$ cat config.mk
export PLATFORM = sky130hd
export DESIGN_NAME = uop_dispatch_queue_flat
export DESIGN_NICKNAME = d
export VERILOG_FILES = /design/src/rtl/uop_dispatch_queue_if.sv /design/src/rtl/uop_dispatch_queue.sv /design/src/flat_wrapper.sv
export SDC_FILE = /design/constraint.sdc
export NUM_CORES = 1
export LEC_CHECK = 0
export BUFFER_PORTS_ARGS = -buffer_cell sky130_fd_sc_hd__buf_2
export CORE_UTILIZATION = 50
export CTS_CLUSTER_DIAMETER = 60
export CTS_CLUSTER_SIZE = 40
export DETAILED_ROUTE_END_ITERATION = 16
export GPL_TIMING_DRIVEN = 0
export PLACE_DENSITY = 0.68
export SLEW_MARGIN = 20
export SYNTH_ARGS = -nofsm -noshare
export SYNTH_HDL_FRONTEND = slang
export SYNTH_SLANG_ARGS = --single-unit
$ cat constraint.sdc
create_clock -name clk -period 3.25 [get_ports clk]
set_input_delay 0.65 -clock clk [delete_from_list [all_inputs] [get_ports clk]]
set_output_delay 0.65 -clock clk [all_outputs]
set_load 0.005 [all_outputs]
$ cat src/rtl/uop_dispatch_queue_if.sv
// Decode-to-issue handshake bundle for uop_dispatch_queue.
// The slave modport is the queue; the master modport is the decode/issue side.
interface uop_dispatch_queue_if #(
  parameter int UOP_WIDTH = 60
);
  logic                 in_valid;
  logic                 in_ready;
  logic [UOP_WIDTH-1:0] in_uop;
  logic                 in_nop;
  logic                 in_invalid;
  logic                 out_valid;
  logic                 out_ready;
  logic [UOP_WIDTH-1:0] out_uop;

  modport slave (
    input  in_valid, in_uop, in_nop, in_invalid, out_ready,
    output in_ready, out_valid, out_uop
  );

  modport master (
    output in_valid, in_uop, in_nop, in_invalid, out_ready,
    input  in_ready, out_valid, out_uop
  );
endinterface

$ cat src/rtl/uop_dispatch_queue.sv
// In-order uop FIFO between decode and issue: drops nops, traps illegal uops into HALT.
// Optional macro UOP_DISPATCH_QUEUE_BYPASS_EN enables a 0-cycle empty-queue bypass.
//
// state   | meaning
// --------+---------------------------------------------------------
// ST_RUN  | normal operation, accepting uops while not full
// ST_HALT | illegal uop seen; input blocked, entries still drain
module uop_dispatch_queue #(
  parameter int UOP_WIDTH = 60,
  parameter int DEPTH     = 8,
  parameter int CNT_WIDTH = $clog2(DEPTH) + 1
) (
  input  logic                 clk,
  input  logic                 rst,
  input  logic                 flush,
  uop_dispatch_queue_if.slave  bus,
  output logic                 illegal_instr,
  output logic                 halted,
  output logic [CNT_WIDTH-1:0] count
);
  localparam int PTR_W = $clog2(DEPTH);

  localparam logic [0:0] ST_RUN  = 1'b0;
  localparam logic [0:0] ST_HALT = 1'b1;

  localparam logic [PTR_W-1:0]     PTR_ONE  = 1;
  localparam logic [CNT_WIDTH-1:0] CNT_ONE  = 1;
  localparam logic [CNT_WIDTH-1:0] CNT_FULL = CNT_WIDTH'(DEPTH);

  logic [0:0]           state_q, state_d;
  logic [PTR_W-1:0]     wr_ptr_q, wr_ptr_d;
  logic [PTR_W-1:0]     rd_ptr_q, rd_ptr_d;
  logic [CNT_WIDTH-1:0] count_q, count_d;
  logic                 illegal_q, illegal_d;
  logic [UOP_WIDTH-1:0] mem_q [DEPTH];
  logic [UOP_WIDTH-1:0] mem_d [DEPTH];

  logic                 in_ready_c;
  logic                 accept;
  logic                 acc_invalid;
  logic                 acc_legal;
  logic                 byp_take;
  logic                 not_empty;
  logic                 enq;
  logic                 deq;
  logic                 out_valid_c;
  logic [UOP_WIDTH-1:0] out_uop_c;

  always_comb begin
    not_empty   = (count_q != '0);
    in_ready_c  = (state_q == ST_RUN) && (count_q < CNT_FULL);
    accept      = bus.in_valid && in_ready_c;
    acc_invalid = accept && bus.in_invalid;
    acc_legal   = accept && !bus.in_invalid && !bus.in_nop;
`ifdef UOP_DISPATCH_QUEUE_BYPASS_EN
    // Empty queue: present a legal input straight to issue in the same cycle.
    byp_take = bus.in_valid && !bus.in_invalid && !bus.in_nop &&
               !not_empty && (state_q == ST_RUN) && !flush;
`else
    byp_take = 1'b0;
`endif
    out_valid_c = not_empty || byp_take;
    if (byp_take) begin
      out_uop_c = bus.in_uop;
    end else if (not_empty) begin
      out_uop_c = mem_q[rd_ptr_q];
    end else begin
      out_uop_c = '0;
    end
    // A bypassed uop consumed this cycle never lands in the array.
    enq = acc_legal && !(byp_take && bus.out_ready);
    deq = not_empty && bus.out_ready;
  end

  always_comb begin
    state_d   = state_q;
    wr_ptr_d  = wr_ptr_q;
    rd_ptr_d  = rd_ptr_q;
    count_d   = count_q;
    illegal_d = 1'b0;
    mem_d     = mem_q;
    if (flush) begin
      state_d  = ST_RUN;
      wr_ptr_d = '0;
      rd_ptr_d = '0;
      count_d  = '0;
    end else begin
      if (acc_invalid) begin
        illegal_d = 1'b1;
        state_d   = ST_HALT;
      end
      if (enq) begin
        mem_d[wr_ptr_q] = bus.in_uop;
        wr_ptr_d        = wr_ptr_q + PTR_ONE;
      end
      if (deq) begin
        rd_ptr_d = rd_ptr_q + PTR_ONE;
      end
      case ({enq, deq})
        2'b10:   count_d = count_q + CNT_ONE;
        2'b01:   count_d = count_q - CNT_ONE;
        default: count_d = count_q;
      endcase
    end
  end

  always_ff @(posedge clk) begin
    if (rst) begin
      state_q   <= ST_RUN;
      wr_ptr_q  <= '0;
      rd_ptr_q  <= '0;
      count_q   <= '0;
      illegal_q <= 1'b0;
      mem_q     <= '{default: '0};
    end else begin
      state_q   <= state_d;
      wr_ptr_q  <= wr_ptr_d;
      rd_ptr_q  <= rd_ptr_d;
      count_q   <= count_d;
      illegal_q <= illegal_d;
      mem_q     <= mem_d;
    end
  end

  assign bus.in_ready  = in_ready_c;
  assign bus.out_valid = out_valid_c;
  assign bus.out_uop   = out_uop_c;
  assign illegal_instr = illegal_q;
  assign halted        = (state_q == ST_HALT);
  assign count         = count_q;
endmodule

$ cat src/flat_wrapper.sv
// flat-port wrapper written by rule: the top's interface ports become plain ports
module uop_dispatch_queue_flat 
#(
  parameter int UOP_WIDTH = 60,
  parameter int DEPTH     = 8,
  parameter int CNT_WIDTH = $clog2(DEPTH) + 1
)
  (clk, rst, flush, illegal_instr, halted, count, bus_in_valid, bus_in_uop, bus_in_nop, bus_in_invalid, bus_out_ready, bus_in_ready, bus_out_valid, bus_out_uop);
  uop_dispatch_queue_if #(.UOP_WIDTH(UOP_WIDTH)) bus_i ();
  input  logic clk;
  input  logic rst;
  input  logic flush;
  output logic illegal_instr;
  output logic halted;
  output logic [CNT_WIDTH-1:0] count;
  input wire logic [$bits(bus_i.in_valid)-1:0] bus_in_valid;
  input wire logic [$bits(bus_i.in_uop)-1:0] bus_in_uop;
  input wire logic [$bits(bus_i.in_nop)-1:0] bus_in_nop;
  input wire logic [$bits(bus_i.in_invalid)-1:0] bus_in_invalid;
  input wire logic [$bits(bus_i.out_ready)-1:0] bus_out_ready;
  output wire logic [$bits(bus_i.in_ready)-1:0] bus_in_ready;
  output wire logic [$bits(bus_i.out_valid)-1:0] bus_out_valid;
  output wire logic [$bits(bus_i.out_uop)-1:0] bus_out_uop;
  assign bus_i.in_valid = bus_in_valid;
  assign bus_i.in_uop = bus_in_uop;
  assign bus_i.in_nop = bus_in_nop;
  assign bus_i.in_invalid = bus_in_invalid;
  assign bus_i.out_ready = bus_out_ready;
  assign bus_in_ready = bus_i.in_ready;
  assign bus_out_valid = bus_i.out_valid;
  assign bus_out_uop = bus_i.out_uop;
  uop_dispatch_queue #(.UOP_WIDTH(UOP_WIDTH), .DEPTH(DEPTH), .CNT_WIDTH(CNT_WIDTH)) u_core (.clk(clk), .rst(rst), .flush(flush), .bus(bus_i), .illegal_instr(illegal_instr), .halted(halted), .count(count));
endmodule
==> impl_metrics.env, run 1 <==
export IMPL_seq_area_frac_synth_pct=46.24
export IMPL_area_growth_syn_to_layout_pct=11.39
export IMPL_dp_slack_ps=-83.54
export IMPL_fin_nets=2692
export IMPL_worst_ep_required_time_ps=2600
export IMPL_drt_initial_drc_count=1618
export IMPL_numCtsBuffers=35
export IMPL_vias_per_cell=5.736
export IMPL_wirelength_mm=65.39
export IMPL_die_area_um2=43430
export IMPL_postLayoutCellArea_um2=23730
export IMPL_syn_nets=2583
export IMPL_p_leak_nw=7.680
export IMPL_placed_area_um2=22360
export IMPL_clk_pin_slew_ps=90
export IMPL_grt_usage_pct=29.90
export IMPL_cp_slowest_cell="mux4_2"
export IMPL_ys_ff_latch=492
export IMPL_crit_chain="clkbuf_2, buf_8, buf_6, mux4_2, mux2i_2, nor2_1, buf_2"
export IMPL_p_per_area_nw_per_um2=478.6
export IMPL_startpoint_type="flop"
export IMPL_cts_tree="yes"
export IMPL_first_global_vias=17710
export IMPL_cts_root_buffer="clkbuf_16"
export IMPL_fmax_mhz=313.1
export IMPL_power_mw=11.35
export IMPL_chipWidth_um=208.4
export IMPL_clock_sinks=492
export IMPL_cts_setup_buffers=0
export IMPL_synth_area_um2=21300
export IMPL_wire_per_inst_um=20.54
export IMPL_layout_common_cells="nand2_1 (963), dfxtp_1 (491), a21oi_1 (484)"
export IMPL_dr_pass1_iters=5
export IMPL_maxCapViolations=0
export IMPL_clk_latency_ps=570
export IMPL_dp_hpwl_mm=44.95
export IMPL_synth_cell_types=35
export IMPL_fp_coreArea_um2=41950
export IMPL_synth_cells=2511
export IMPL_vias=18260
export IMPL_cpLargestDelayFamily="multiplexers"
export IMPL_portBuffers=73
export IMPL_drv_slew=0
export IMPL_status="finished clean"
export IMPL_timing_final_ws_setup_ps=55.64
export IMPL_gp_congestion=0.8495
export IMPL_ant_nets=0
export IMPL_skew_ps=21.72
export IMPL_syn_avg_cell_area_um2=8.483
export IMPL_max_slew_margin_pct=21.60
export IMPL_antenna_found_initial=1
export IMPL_setup_viol=0
export IMPL_grt_overflow_total=0
export IMPL_die_y_um=208.4
export IMPL_slowest_delay_ps=550
export IMPL_fp_row_count=75
export IMPL_rsz0062_at_grt="yes"
export IMPL_final_hold_violation_count=0
export IMPL_drive_gt1_share_pct=15.43
export IMPL_hold_class="in -> reg"
export IMPL_ios=135
export IMPL_worstPathArrival_ps=2540
export IMPL_initial_core_util_pct=50.78
export IMPL_drc=0
export IMPL_period_minus_slack_ps=3194
export IMPL_period_share_pct=98.29
export IMPL_grt_pass1_wl_mm=100.0
export IMPL_crit_type="reg -> out"
export IMPL_max_vdd_ir_drop_uv=314.0
export IMPL_mostFrequentLayoutCell="nand2_1"
export IMPL_htree_levels=2
export IMPL_crit_fanout=10
export IMPL_max_slew_worst_pin_slew_ps=1176
export IMPL_setup_worst_path_end_class="output pin"
export IMPL_synth_warnings=0
export IMPL_crit_buf_inv=4
export IMPL_grt_max_degree=26
export IMPL_clockBufferDepth=3
[worst min-delay path, stage by stage]
cell and delay [ps]:
buf_4 150, nand2_1 60, a21oi_1 50
[cells by family after synthesis]
logic type | synth area share [%]
AO/OA/AOI/OAI | 11.48
XOR/XNOR | 0.2878
adder cells (fa/ha/maj) | 0.2937
buffers and inverters | 6.444
flip-flops | 46.24
multiplexers | 15.60
AND/OR/NAND/NOR | 19.65
[flip-flops by register name, summed over array words and instances, names as in the netlist]
name / cells
u_core.count: 4
u_core.halted: 1
u_core.illegal_instr: 1
u_core.mem_q: 480
u_core.rd_ptr_q: 3
u_core.wr_ptr_q: 3
[area by class of cell]
| class | count | area (um^2) |
|---|---|---|
| inverter | 2 | 7.507 |
| antenna | 1 | 2.502 |
| multi-input combinational | 1754 | 10100 |
| clock inverter | 21 | 289.0 |
| clock buffer | 40 | 934.6 |
| sequential | 492 | 9851 |
| buffer | 261 | 1493 |
| fill | 3752 | 18220 |
| tap | 539 | 674.4 |
| timing repair buffer | 74 | 376.6 |
[where the power goes]
| group | internal [mW] | total (mW) | switching [mW] | leakage [nW] |
|---|---|---|---|---|
| Clock | 2.48 | 4.84 | 2.36 | 0.598 |
| Sequential | 6.04 | 6.05 | 0.0109 | 3.96 |
| Combinational | 0.130 | 0.467 | 0.337 | 3.12 |
| Total | 8.65 | 11.4 | 2.70 | 7.68 |
[path summary, 6_finish.rpt]
check	from	endpoint	slack, ps	cells after the start
worst max-delay path	u_core.rd_ptr_q[0]$_SDFFE_PP0P_	bus_out_uop[59]	60	7
worst min-delay path	bus_in_uop[12]	u_core.mem_q[252]$_SDFFE_PP0P_	370	3
worst min register to register	u_core.mem_q[64]$_SDFFE_PP0P_	u_core.mem_q[64]$_SDFFE_PP0P_	450	2
worst max register to register	u_core.count[1]$_SDFFE_PP0P_	u_core.count[2]$_SDFFE_PP0P_	110	13
[synth_stat cells, drive strengths merged]
cell type	instances	area [um^2]
nand2	963	3615
and2	1	6.260
nand4	9	56.30
nor4bb	1	10.01
o21ai	3	15.01
a21oi	484	2422
xor2	5	43.79
nand3	4	20.02
inv	2	7.510
a211o	1	8.760
or3	1	6.260
or3b	1	11.26
nor4	3	55.05
nor3b	3	27.52
or2	2	12.51
and4	6	52.55
nor3	1	5.000
clkbuf	135	506.7
buf	128	858.3
nand3b	1	7.510
nor4b	1	8.760
mux4	120	2703
and3	1	6.260
ha	5	62.56
and3b	1	8.760
dfxtp	492	9849
nor2b	1	6.260
nor2	72	270.3
mux2i	62	620.6
xnor2	2	17.52
[per-layer routing]
| metal | GRT usage (%) | share of wire [%] |
|---|---|---|
| met4 | 11.88 | 3.4 |
| met1 | 37.98 | 40 |
| met2 | 49.84 | 48 |
| met3 | 6.053 | 8.0 |
| met5 | 0 | 0.020 |
[through the flow]
stage / utilization (%) / hold slack [ps] / cells / setup TNS, ps
3_3_place_gp: 53.26 / 438.1 / 3123 / -7819
2_1_floorplan: - / 433.1 / 2511 / 0
4_1_cts: 56.53 / 355.7 / 3184 / 0
3_5_place_dp: 53.31 / 443.3 / 3124 / -93.47
5_1_grt: 56.56 / 367.6 / 3183 / -135.0
6_report: 56.56 / 371.5 / 3184 / 0
[timing repair]
item	4_1_cts	5_1_grt
endpoints found under the setup margin	60	35
hold buffers	0	0
gates resized for setup	50	8
pin swaps	0	1
(Power assumes the default switching activity.)
==> run 2, diff against run 1 <==
--- a/config.mk
+++ b/config.mk
@@ -6,12 +6,14 @@
 export NUM_CORES = 1
 export LEC_CHECK = 0
 export BUFFER_PORTS_ARGS = -buffer_cell sky130_fd_sc_hd__buf_2
-export CORE_UTILIZATION = 50
+export CELL_PAD_IN_SITES_DETAIL_PLACEMENT = 1
+export CELL_PAD_IN_SITES_GLOBAL_PLACEMENT = 1
+export CORE_UTILIZATION = 46
 export CTS_CLUSTER_DIAMETER = 60
 export CTS_CLUSTER_SIZE = 40
 export DETAILED_ROUTE_END_ITERATION = 16
 export GPL_TIMING_DRIVEN = 0
-export PLACE_DENSITY = 0.68
+export PLACE_DENSITY_LB_ADDON = 0.1
 export SLEW_MARGIN = 20
 export SYNTH_ARGS = -nofsm -noshare
 export SYNTH_HDL_FRONTEND = slang
==> impl_metrics.env, run 2 (same netlist as run 1, synthesis figures left out) <==
export IMPL_p_leak_nw=7.840
export IMPL_hold_class="in -> reg"
export IMPL_final_hold_violation_count=0
export IMPL_vias=18510
export IMPL_skew_ps=26.42
export IMPL_clk_pin_slew_ps=80
export IMPL_die_y_um=217.2
export IMPL_drive_gt1_share_pct=15.87
export IMPL_worstPathArrival_ps=2520
export IMPL_die_area_um2=47170
export IMPL_fp_row_count=78
export IMPL_drc=0
export IMPL_grt_usage_pct=30.97
export IMPL_layout_common_cells="nand2_1 (963), dfxtp_1 (492), a21oi_1 (484)"
export IMPL_dr_pass1_iters=5
export IMPL_fin_nets=2699
export IMPL_placed_area_um2=22440
export IMPL_grt_overflow_total=0
export IMPL_crit_type="reg -> out"
export IMPL_startpoint_type="flop"
export IMPL_dp_hpwl_mm=50.95
export IMPL_cts_tree="yes"
export IMPL_grt_max_degree=20
export IMPL_vias_per_cell=5.680
export IMPL_wire_per_inst_um=22.36
export IMPL_timing_final_ws_setup_ps=77.34
export IMPL_grt_pass1_wl_mm=111.4
export IMPL_ant_nets=0
export IMPL_area_growth_syn_to_layout_pct=13.15
export IMPL_fmax_mhz=315.2
export IMPL_rsz0062_at_grt="no"
export IMPL_worst_ep_required_time_ps=2600
export IMPL_clk_latency_ps=590
export IMPL_dp_slack_ps=-173.6
export IMPL_drt_initial_drc_count=1262
export IMPL_max_vdd_ir_drop_uv=338.2
export IMPL_first_global_vias=19310
export IMPL_status="finished clean"
export IMPL_numCtsBuffers=42
export IMPL_antenna_cells=0
export IMPL_cts_root_buffer="clkbuf_16"
export IMPL_htree_levels=2
export IMPL_hold_ws_ps=352.2
export IMPL_largest_register_ff_count=480
export IMPL_maxCapViolations=0
export IMPL_chipWidth_um=217.2
export IMPL_setup_viol=0
export IMPL_drv_slew=0
export IMPL_antenna_found_initial=1
export IMPL_setup_worst_path_end_class="output pin"
export IMPL_ios=135
export IMPL_period_share_pct=97.62
export IMPL_initial_core_util_pct=46.84
export IMPL_regMostFlops="u_core.mem_q"
export IMPL_power_mw=12.22
export IMPL_fp_coreArea_um2=45480
export IMPL_p_per_area_nw_per_um2=507.2
export IMPL_period_minus_slack_ps=3173
export IMPL_crit_fanout=10
export IMPL_max_slew_margin_pct=11.07
export IMPL_clockBufferDepth=3
export IMPL_mostFrequentLayoutCell="nand2_1"
export IMPL_max_slew_worst_pin_slew_ps=1334
export IMPL_clock_sinks=492
export IMPL_gp_congestion=0.8481
export IMPL_wirelength_mm=72.86
export IMPL_portBuffers=73
export IMPL_postLayoutCellArea_um2=24100
-- run 2: path summary, 6_finish.rpt --
kind	from	end	slack, ps	depth (start not counted)
worst min-delay path	bus_in_uop[11]	u_core.mem_q[71]$_SDFFE_PP0P_	350	3
worst max-delay path	u_core.rd_ptr_q[0]$_SDFFE_PP0P_	bus_out_uop[25]	80	6
worst min register to register	u_core.mem_q[116]$_SDFFE_PP0P_	u_core.mem_q[116]$_SDFFE_PP0P_	450	2
worst max register to register	u_core.count[3]$_SDFFE_PP0P_	u_core.count[2]$_SDFFE_PP0P_	120	12
-- run 2: timing repair --
action / 4_1_cts / 5_1_grt
resized for setup: 50 / 20
buffers inserted: 0 / 0
setup endpoints to repair: 60 / 28
pin swaps: 0 / 1
hold buffers: 0 / 0
-- run 2: area by class of cell --
| class | instances | area, um^2 |
|---|---|---|
| Fill cell | 5423 | 21380 |
| Multi-Input combinational cell | 1754 | 10090 |
| Sequential cell | 492 | 9849 |
| Buffer | 261 | 1500 |
| Clock buffer | 51 | 1189 |
| Tap cell | 600 | 750.7 |
| Timing Repair Buffer | 74 | 376.6 |
| Clock inverter | 25 | 335.3 |
| Inverter | 2 | 7.507 |
-- run 2: metal layers --
layer | GRT usage [%] | part of all wire (%) | up-vias
li1 | - | - | 8554
met1 | 41.06 | 44 | 9312
met2 | 51.98 | 48 | 518
met3 | 3.578 | 5.2 | 126
met4 | 11.29 | 3.1 | 0
met5 | 0 | 0 | -
-- run 2: metrics by stage --
stage / utilization [%] / instances / TNS (ps)
detailed placement: 49.33 / 3185 / -1944
finish: 53.00 / 3259 / 0
CTS: 52.95 / 3259 / 0
floorplan: - / 2511 / 0
global placement: 49.29 / 3184 / -9476
global route: 53.00 / 3259 / 0
-- run 2: report_power, final --
| group | internal (mW) | switching (mW) | total [mW] |
|---|---|---|---|
| Sequential | 6.04 | 0.0120 | 6.05 |
| Clock | 3.09 | 2.60 | 5.69 |
| Combinational | 0.131 | 0.352 | 0.483 |
-- run 2: critical path, stage by stage (launching register included) --
cell and delay [ps]:
dfxtp_1 500, buf_12 230, buf_6 210, mux4_2 560
mux2i_1 220, nor2_1 60, buf_2 150
==> run 3, diff against run 2 <==
--- a/config.mk
+++ b/config.mk
@@ -5,16 +5,17 @@
 export SDC_FILE = /design/constraint.sdc
 export NUM_CORES = 1
 export LEC_CHECK = 0
+export ABC_AREA = 1
 export BUFFER_PORTS_ARGS = -buffer_cell sky130_fd_sc_hd__buf_2
 export CELL_PAD_IN_SITES_DETAIL_PLACEMENT = 1
 export CELL_PAD_IN_SITES_GLOBAL_PLACEMENT = 1
-export CORE_UTILIZATION = 46
+export CORE_UTILIZATION = 44
 export CTS_CLUSTER_DIAMETER = 60
 export CTS_CLUSTER_SIZE = 40
 export DETAILED_ROUTE_END_ITERATION = 16
 export GPL_TIMING_DRIVEN = 0
 export PLACE_DENSITY_LB_ADDON = 0.1
-export SLEW_MARGIN = 20
+export SLEW_MARGIN = 25
 export SYNTH_ARGS = -nofsm -noshare
 export SYNTH_HDL_FRONTEND = slang
 export SYNTH_SLANG_ARGS = --single-unit
==> impl_metrics.env, run 3 <==
export IMPL_async_flop_share_pct=0
export IMPL_vias_per_cell=5.624
export IMPL_r2r_setup_slack_ps=380
export IMPL_wirelength_mm=100.6
export IMPL_syn_nets=3930
export IMPL_seq_area_frac_synth_pct=40.47
export IMPL_fp_coreArea_um2=54240
export IMPL_ff_latch_area_um2=9853
export IMPL_synth_cells=3858
export IMPL_regMostFlops="u_core.mem_q"
export IMPL_setup_viol=0
export IMPL_r2r_start="u_core.count[3]$_SDFFE_PP0P_"
export IMPL_hold_start="bus_in_uop[23]"
export IMPL_numCtsBuffers=47
export IMPL_ff2ff_path_depth=10
export IMPL_startpoint_type="flop"
export IMPL_fin_nets=4115
export IMPL_drc=0
export IMPL_post_synth_top_count_cell="nor2_1"
export IMPL_first_global_vias=27130
export IMPL_layout_common_cells="nor2_1 (1330), nand2_1 (676), dfxtp_1 (491)"
export IMPL_die_area_um2=56260
export IMPL_final_hold_violation_count=0
export IMPL_fin_tns_setup_ps=0
export IMPL_vias=26870
export IMPL_clockBufferDepth=3
export IMPL_synth_top_cell_by_area="dfxtp_1"
export IMPL_p_leak_nw=12.57
export IMPL_drt_initial_drc_count=1937
export IMPL_nFillCells=7515
export IMPL_yosysTopAreaCellShare_pct=40.47
export IMPL_area_growth_syn_to_layout_pct=14.00
export IMPL_dp_hpwl_mm=72.43
export IMPL_power_mw=13.48
export IMPL_reg2reg_to="u_core.mem_q[38]$_SDFFE_PP0P_"
export IMPL_initial_core_util_pct=44.87
export IMPL_clk_pin_slew_ps=80
export IMPL_synth_edff_count=0
export IMPL_clock_sinks=492
export IMPL_clk_latency_ps=620
export IMPL_min_path_cells=3
export IMPL_ant_nets=0
export IMPL_synth_cell_types=21
export IMPL_ys_ff_latch=492
export IMPL_mostFrequentLayoutCell="nor2_1"
export IMPL_cp_slowest_cell="clkbuf_4"
export IMPL_portBuffers=134
export IMPL_dr_pass1_iters=5
export IMPL_ios=135
export IMPL_worstPathArrival_ps=2550
export IMPL_slowest_delay_ps=400
export IMPL_grt_pass1_wl_mm=155.4
export IMPL_max_slew_worst_pin_slew_ps=989.2
export IMPL_synth_area_top_cells="dfxtp_1 (40%), nor2_1 (21%), nand2_1 (10%)"
export IMPL_synthTopCellsByCount="nor2_1 (1331), nand2_1 (676), dfxtp_1 (492)"
export IMPL_synth_warnings=0
export IMPL_chipWidth_um=237.2
export IMPL_worst_ep_required_time_ps=2600
export IMPL_max_slew_margin_pct=33.81
export IMPL_fmax_mhz=312.9
export IMPL_largest_register_ff_count=480
export IMPL_drv_slew=0
export IMPL_hold_buffers=0
export IMPL_period_minus_slack_ps=3196
export IMPL_synth_ff_type="dfxtp_1"
export IMPL_hold_class="in -> reg"
export IMPL_skew_ps=25.04
export IMPL_fp_row_count=85
export IMPL_p_per_area_nw_per_um2=485.9
export IMPL_hold_ws_ps=284.9
export IMPL_hold_end="u_core.mem_q[263]$_SDFFE_PP0P_"
export IMPL_crit_chain="clkbuf_1, clkbuf_4, clkbuf_2, nor2_1, nor2_4, buf_2"
export IMPL_grt_max_degree=19
export IMPL_die_y_um=237.2
export IMPL_setup_worst_path_end_class="output pin"
export IMPL_crit_fanout=10
export IMPL_cts_tree="yes"
export IMPL_period_share_pct=98.32
export IMPL_antenna_found_initial=6
export IMPL_crit_type="reg -> out"
export IMPL_maxCapViolations=0
export IMPL_status="finished clean"
export IMPL_syn_avg_cell_area_um2=6.308
export IMPL_wire_per_inst_um=21.06
export IMPL_htree_levels=2
export IMPL_multi_input_area_um2=12350
export IMPL_grt_usage_pct=35.63
export IMPL_antenna_cells=0
export IMPL_cts_root_buffer="clkbuf_16"
export IMPL_max_vdd_ir_drop_uv=352.6
export IMPL_crit_buf_inv=4
export IMPL_cpLargestDelayFamily="buffers and inverters"
export IMPL_grt_overflow_total=0
export IMPL_drive_gt1_share_pct=10.12
export IMPL_synth_area_um2=24340
export IMPL_gp_congestion=0.9041
-- run 3: changes by cell type after synthesis, sizes merged, moves of 4 or more --
cell / delta
clkbuf: +42
nand4: +352
xor2: -4
a21oi: -414
mux2i: -62
nand2: -285
o21ai: +305
nor2: +1263
inv: +201
and4: -6
mux4: -120
o211ai: +60
buf: +28
-- run 3: metrics by stage --
step / util (%) / setup WS [ps] / std cells / area [um^2]
after floorplan: - / 1180 / 3858 / 24340
after global placement: 47.71 / -561.9 / 4688 / 25880
after detailed placement: 47.74 / -579.7 / 4688 / 25890
after CTS: 51.07 / 3.649 / 4778 / 27700
after global routing: 51.15 / -5.753 / 4778 / 27740
final: 51.15 / 54.46 / 4778 / 27740
-- run 3: cell families (layout without fill, tap and decap cells) --
group	Yosys count	after routing	synth area share [%]
compound gates	438	438	9.624
xor+xnor	3	3	0.1080
fa+ha+maj	5	5	0.2571
buf+inv	536	760	8.863
flops	492	492	40.47
simple gates	2384	2384	40.68
-- run 3: worst max-delay path by stage --
| stage | startpoint | to | slack, ps | cells after the start |
|---|---|---|---|---|
| final | u_core.rd_ptr_q[2]$_SDFFE_PP0P_ | bus_out_uop[59] | 50 | 6 |
| after global routing | u_core.rd_ptr_q[0]$_SDFFE_PP0P_ | bus_out_uop[9] | -6 | 9 |
| after CTS | u_core.rd_ptr_q[0]$_SDFFE_PP0P_ | bus_out_uop[59] | 4 | 9 |
| after detailed placement | u_core.rd_ptr_q[1]$_SDFFE_PP0P_ | bus_out_uop[59] | -580 | 8 |
| after global placement | u_core.rd_ptr_q[1]$_SDFFE_PP0P_ | bus_out_uop[59] | -560 | 8 |
| after floorplan | u_core.rd_ptr_q[1]$_SDFFE_PP0P_ | bus_out_uop[36] | 1180 | 7 |
-- run 3: worst min-delay path, stage by stage --
cell	delay (ps)
buf_2	100
nor2_1	40
nor2_1	80
-- run 3: routing by layer --
layer	up-vias	wire (um)	global-route usage, %
met5	-	26	0
met4	4	5427	18.69
met3	255	5641	4.250
met2	857	46800	60.16
met1	12980	42740	44.61
li1	12780	-	-
-- run 3: report_power, final --
part | total, mW | switching [mW] | internal (mW)
clock network | 5.92 | 2.84 | 3.08
logic | 1.47 | 1.08 | 0.392
registers | 6.08 | 0.0222 | 6.06
total | 13.5 | 3.95 | 9.53
-- run 3: timing repair --
item / in CTS / in global routing
buffers inserted: 2 / 0
resized for setup: 96 / 34
pin swaps: 1 / 0
endpoints found under the setup margin: 61 / 34
-- run 3: layout make-up --
| type | count | share of cell area (%) |
|---|---|---|
| Tap cell | 696 | 3.139 |
| Clock buffer | 53 | 4.429 |
| Multi-Input combinational cell | 2830 | 44.52 |
| Sequential cell | 492 | 35.51 |
| Inverter | 203 | 2.746 |
| Clock inverter | 35 | 1.317 |
| Timing Repair Buffer | 136 | 2.562 |
| Buffer | 333 | 5.777 |
